File: config.mk
export PLATFORM = sky130hd
export DESIGN_NAME = uart_rx_core
export DESIGN_NICKNAME = d
export VERILOG_FILES = /design/src/rtl/uart_rx_core.sv
export SDC_FILE = /design/constraint.sdc
export NUM_CORES = 1
export LEC_CHECK = 0
export CAP_MARGIN = 20
export CORE_MARGIN = 5
export CORE_UTILIZATION = 57
export DETAILED_ROUTE_END_ITERATION = 7
export GPL_ROUTABILITY_DRIVEN = 0
export PLACE_DENSITY_LB_ADDON = 0.25
export SYNTH_ARGS = -nofsm -noshare
export SYNTH_HDL_FRONTEND = slang
export SYNTH_SLANG_ARGS = --single-unit
export TNS_END_PERCENT = 30
File: constraint.sdc
create_clock -name clk -period 2.2 [get_ports clk]
set_input_delay 0.22 -clock clk [delete_from_list [all_inputs] [get_ports clk]]
set_output_delay 0.22 -clock clk [all_outputs]
set_load 0.01 [all_outputs]
File: src/rtl/uart_rx_core.sv
// UART receiver: 2-FF synchronised rxd, 16x oversampling with 3-sample majority vote,
// optional parity, frame/parity error flags, held valid/ready output and overrun pulse.
module uart_rx_core #(
  parameter int unsigned CLK_FREQ_HZ = 50_000_000,
  parameter int unsigned BAUD_RATE   = 115200,
  parameter int unsigned DATA_BITS   = 8,
  parameter int unsigned PARITY_EN   = 0,
  parameter int unsigned PARITY_ODD  = 0
) (
  input  logic                 clk,
  input  logic                 rst_n,
  input  logic                 rxd,
  output logic [DATA_BITS-1:0] rx_data,
  output logic                 rx_valid,
  input  logic                 rx_ready,
  output logic                 frame_err,
  output logic                 parity_err,
  output logic                 overrun,
  output logic                 busy
);

  localparam int unsigned DIV = (CLK_FREQ_HZ + BAUD_RATE * 8) / (BAUD_RATE * 16);
  localparam int unsigned CW  = (DIV > 2) ? $clog2(DIV) : 1;

  if (DIV < 2) begin : g_div_chk
    $error("uart_rx_core: clock divider must be at least 2");
  end
  if (DATA_BITS < 5 || DATA_BITS > 8) begin : g_bits_chk
    $error("uart_rx_core: DATA_BITS must be 5..8");
  end

  typedef enum logic [2:0] {
    S_IDLE,
    S_START,
    S_DATA,
    S_PARITY,
    S_STOP,
    S_BREAK
  } state_e;

  state_e               state_q;
  logic                 rxd_s1_q, rxd_s2_q, rxd_prev_q;
  logic [CW-1:0]        cnt_q;
  logic [3:0]           sub_q;
  logic [2:0]           bit_idx_q;
  logic                 s7_q, s8_q;
  logic [DATA_BITS-1:0] shift_q;
  logic                 perr_q;
  logic                 commit_q;
  logic                 stop_q;
  logic [DATA_BITS-1:0] rx_data_q;
  logic                 rx_valid_q, frame_err_q, parity_err_q, overrun_q, busy_q;

  logic tick;
  logic maj;
  logic par_odd;

  assign tick    = (state_q != S_IDLE) && (cnt_q == CW'(DIV - 1));
  // Third vote is the live sample taken on the sub-count 9 tick.
  assign maj     = (s7_q & s8_q) | (s7_q & rxd_s2_q) | (s8_q & rxd_s2_q);
  assign par_odd = (PARITY_ODD != 0);

  always_ff @(posedge clk or negedge rst_n) begin
    if (!rst_n) begin
      state_q      <= S_IDLE;
      rxd_s1_q     <= 1'b1;
      rxd_s2_q     <= 1'b1;
      rxd_prev_q   <= 1'b1;
      cnt_q        <= '0;
      sub_q        <= '0;
      bit_idx_q    <= '0;
      s7_q         <= 1'b1;
      s8_q         <= 1'b1;
      shift_q      <= '0;
      perr_q       <= 1'b0;
      commit_q     <= 1'b0;
      stop_q       <= 1'b1;
      rx_data_q    <= '0;
      rx_valid_q   <= 1'b0;
      frame_err_q  <= 1'b0;
      parity_err_q <= 1'b0;
      overrun_q    <= 1'b0;
      busy_q       <= 1'b0;
    end else begin
      rxd_s1_q   <= rxd;
      rxd_s2_q   <= rxd_s1_q;
      rxd_prev_q <= rxd_s2_q;
      overrun_q  <= 1'b0;
      commit_q   <= 1'b0;

      if (state_q == S_IDLE || tick) cnt_q <= '0;
      else                           cnt_q <= cnt_q + CW'(1);

      if (tick) sub_q <= sub_q + 4'd1;
      if (tick && sub_q == 4'd7) s7_q <= rxd_s2_q;
      if (tick && sub_q == 4'd8) s8_q <= rxd_s2_q;

      // Commit lands one cycle after the stop decision; a same-cycle accept frees the slot.
      if (commit_q) begin
        if (!rx_valid_q || rx_ready) begin
          rx_data_q    <= shift_q;
          frame_err_q  <= ~stop_q;
          parity_err_q <= perr_q;
          rx_valid_q   <= 1'b1;
        end else begin
          overrun_q <= 1'b1;
        end
      end else if (rx_valid_q && rx_ready) begin
        rx_valid_q <= 1'b0;
      end

      case (state_q)
        S_IDLE: begin
          if (rxd_prev_q && !rxd_s2_q) begin
            state_q <= S_START;
            busy_q  <= 1'b1;
            sub_q   <= '0;
            perr_q  <= 1'b0;
          end
        end
        S_START: begin
          if (tick && sub_q == 4'd9 && maj) begin
            state_q <= S_IDLE;
            busy_q  <= 1'b0;
          end else if (tick && sub_q == 4'd15) begin
            state_q   <= S_DATA;
            bit_idx_q <= '0;
          end
        end
        S_DATA: begin
          if (tick && sub_q == 4'd9) begin
            shift_q <= {maj, shift_q[DATA_BITS-1:1]};
          end else if (tick && sub_q == 4'd15) begin
            if (bit_idx_q == 3'(DATA_BITS - 1)) begin
              state_q <= (PARITY_EN != 0) ? S_PARITY : S_STOP;
            end else begin
              bit_idx_q <= bit_idx_q + 3'd1;
            end
          end
        end
        S_PARITY: begin
          if (tick && sub_q == 4'd9) begin
            perr_q <= (maj != ((^shift_q) ^ par_odd));
          end else if (tick && sub_q == 4'd15) begin
            state_q <= S_STOP;
          end
        end
        S_STOP: begin
          if (tick && sub_q == 4'd9) begin
            commit_q <= 1'b1;
            stop_q   <= maj;
            if (maj) begin
              state_q <= S_IDLE;
              busy_q  <= 1'b0;
            end else begin
              state_q <= S_BREAK;
            end
          end
        end
        S_BREAK: begin
          if (rxd_s2_q) begin
            state_q <= S_IDLE;
            busy_q  <= 1'b0;
          end
        end
        default: begin
          state_q <= S_IDLE;
          busy_q  <= 1'b0;
        end
      endcase
    end
  end

  assign rx_data    = rx_data_q;
  assign rx_valid   = rx_valid_q;
  assign frame_err  = frame_err_q;
  assign parity_err = parity_err_q;
  assign overrun    = overrun_q;
  assign busy       = busy_q;

endmodule

==> metrics <==
max-slew violations=0; Hold Path Class=in2async; Final ANT Viol Nets=0; hpwl dp=2538 µm; post-synth net total=183; Period minus WS final=1931 ps; post-synthesis sequential element count=44; GRT overflow=0; failing checks=hold timing; sw power=0.4547 mW; main flop type after synthesis=dfrtp_1; final worst path period share=87.76%; top cell type's share of synthesized area=46.23%; Post-Route WL=3462 µm; first-pass GRT wire length=6127 µm; cts repair resizes=0; sw frac=28.94%; Die Y=70.07 µm; DR DRC count=0; clk buf depth=2; share of cells above drive strength 1=23.32%; CTS root buffer=clkbuf_4; r2r setup slk=270 ps; Die W=70.07 µm; Top-Level Pins=17; hold-fix buffers at CTS=0; DIE AREA=4910 µm²; Final Skew=15.57 ps; std cell rows=21; Worst-path clk slew=130 ps; Crit Path Category=reg2reg; Synth area leaders=dfrtp_1 (46%), mux2_2 (13%), dfstp_2 (7.7%); TritonCTS clock tree=built; Mapped Cells=172; warnings from Yosys=0; Setup Buffers After CTS=0; GRT Total Usage=15.45%; Area Overhead vs Synth=12.29%; Required @ worst endpoint=2450 ps; Port Buffers=16; maxcap violations=0; DR vias/cell=5.427; Post-synth EDFFs=0; core area=3416 µm²; final setup vio count=0; clk_lat worst skew=360 ps; cell internal pwr=1.116 mW; htree depth=2; CP Capture Type=flip-flop; 1st-pass router iterations=5; Leak=1.079 nW; max_slew headroom=37.56%; async set or reset register ratio after synthesis=100.0%; Mean Syn Cell Area=11.96 µm²; largest area contributor in the netlist=dfrtp_1; Initial DRC Count=54; fill count=262; Post-Syn Area=2057 µm²; status=complete, but fails checks; initial antenna violation count=0; CP Launch Type=flip-flop; Synth top cells by count=dfrtp_1 (38), mux2_2 (24), nor2_1 (18); largest net degree at the start of global routing=45; DR vias=1,297; Initial Utilization=60.22%; CTS Buf Count=5; post-synthesis sequential area ratio=53.89%; clock sinks=44; combinational share of power=15.2%; WL per Instance=14.49 µm; dominant cell by count in the synthesized netlist=dfrtp_1; Hold Slack=-21.33 ps; Max VDD drop=0.4182 mV; diode count=0; Pwr Density=680.2 nW/µm²; CP Max Fanout=7; setup TNS=0 ps; Worst Tran Pin Value=936.6 ps; vias in the first global route=1,370; Clk pwr share=24.0%; RSZ-0062 raised after global routing=false; Seq pwr share=60.9%; arrival time at the worst endpoint=2180 ps; Final Hold Fails=28; layout net count=203; fmax=517.9 MHz; Synth cell types=39
per-stage QoR:
step           cells  power, mW  setup WS, ps  util, %  area [µm²]
3_3_place_gp     231      1.189         360.3    66.04        2256
4_1_cts          239      1.584         283.0    67.62        2310
6_report         239      1.571         269.3    67.62        2310
3_5_place_dp     231      1.211         294.1    66.04        2256
2_1_floorplan    172      1.129         435.8        -        2057
5_1_grt          239      1.668         165.1    67.62        2310
metal layers:
| metal | GRT usage (%) | wire length, µm |
|---|---|---|
| met5 | 0 | 0 |
| met4 | 6.809 | 65 |
| met3 | 4.161 | 129 |
| met2 | 25.18 | 1640 |
| met1 | 19.22 | 1627 |
path summary, 6_finish.rpt:
kind | startpoint | end | depth (start not counted)
min | rst_n | shift_q[1] | 1
max reg2reg | cnt_q[0] | state_q[0] | 7
max | cnt_q[0] | state_q[0] | 7
max in group asynchronous | rst_n | state_q[0] | 1
min reg2reg | rxd_s1_q | rxd_s2_q | 0
min in group clk | rxd | rxd_s1_q | 1
registers in the layout (all words and copies together), names as in the netlist, 3 cells and up:
register / flops
cnt_q: 5
bit_idx_q: 3
shift_q: 8
sub_q: 4
rx_data: 8
state_q: 3
cell usage in the layout, fill, tap and decap left out, types with 2 or more instances in the layout:
master           Yosys  final
and3_1               2      2
clkbuf_4             0      5
clkdlybuf4s50_1      0     15
dfrtp_1             38     38
dfstp_2              6      6
ha_1                 7      7
inv_1                6      6
mux2_2              24     24
nand2_1             15     15
nand2b_1             2      2
nand3_1              4      4
nand4b_1             2      2
nor2_1              18     18
nor3_1               4      4
o21ai_0              5      5
xnor2_1              9      9
xor2_1               5      5
final cells by class:
class / count / area [µm²] / area share (%)
clock buffer: 6 / 41.29 / 1.788
clock inverter: 2 / 12.51 / 0.5417
inverter: 6 / 22.52 / 0.9751
multi-input combinational: 119 / 912.1 / 39.49
sequential: 44 / 1109 / 48.00
tap: 46 / 57.56 / 2.492
timing repair buffer: 16 / 155.1 / 6.717
worst max-delay path: stages (launching register included):
cell,delay [ps]
dfrtp_1,430
inv_1,80
ha_1,190
nand4b_4,160
nand2b_4,200
a221o_1,390
nor3b_1,160
a211o_1,230
power by group through the flow:
stage | Clock (mW) | Combinational, mW | Sequential [mW]
after floorplan | 0 | 0.179 | 0.950
after global placement | 0 | 0.226 | 0.963
after detailed placement | 0 | 0.243 | 0.968
after CTS | 0.387 | 0.242 | 0.955
after global routing | 0.424 | 0.279 | 0.965
final | 0.377 | 0.238 | 0.956
cells by family after synthesis:
| family | Yosys count | synth area share [%] |
|---|---|---|
| AO/OA/AOI/OAI | 18 | 6.448 |
| AND/OR/NAND/NOR | 55 | 13.99 |
| flip-flops | 44 | 53.89 |
| XOR/XNOR | 14 | 5.961 |
| adder cells (fa/ha/maj) | 8 | 4.805 |
| buffers and inverters | 9 | 1.764 |
| multiplexers | 24 | 13.14 |
(Power assumes the default switching activity.)
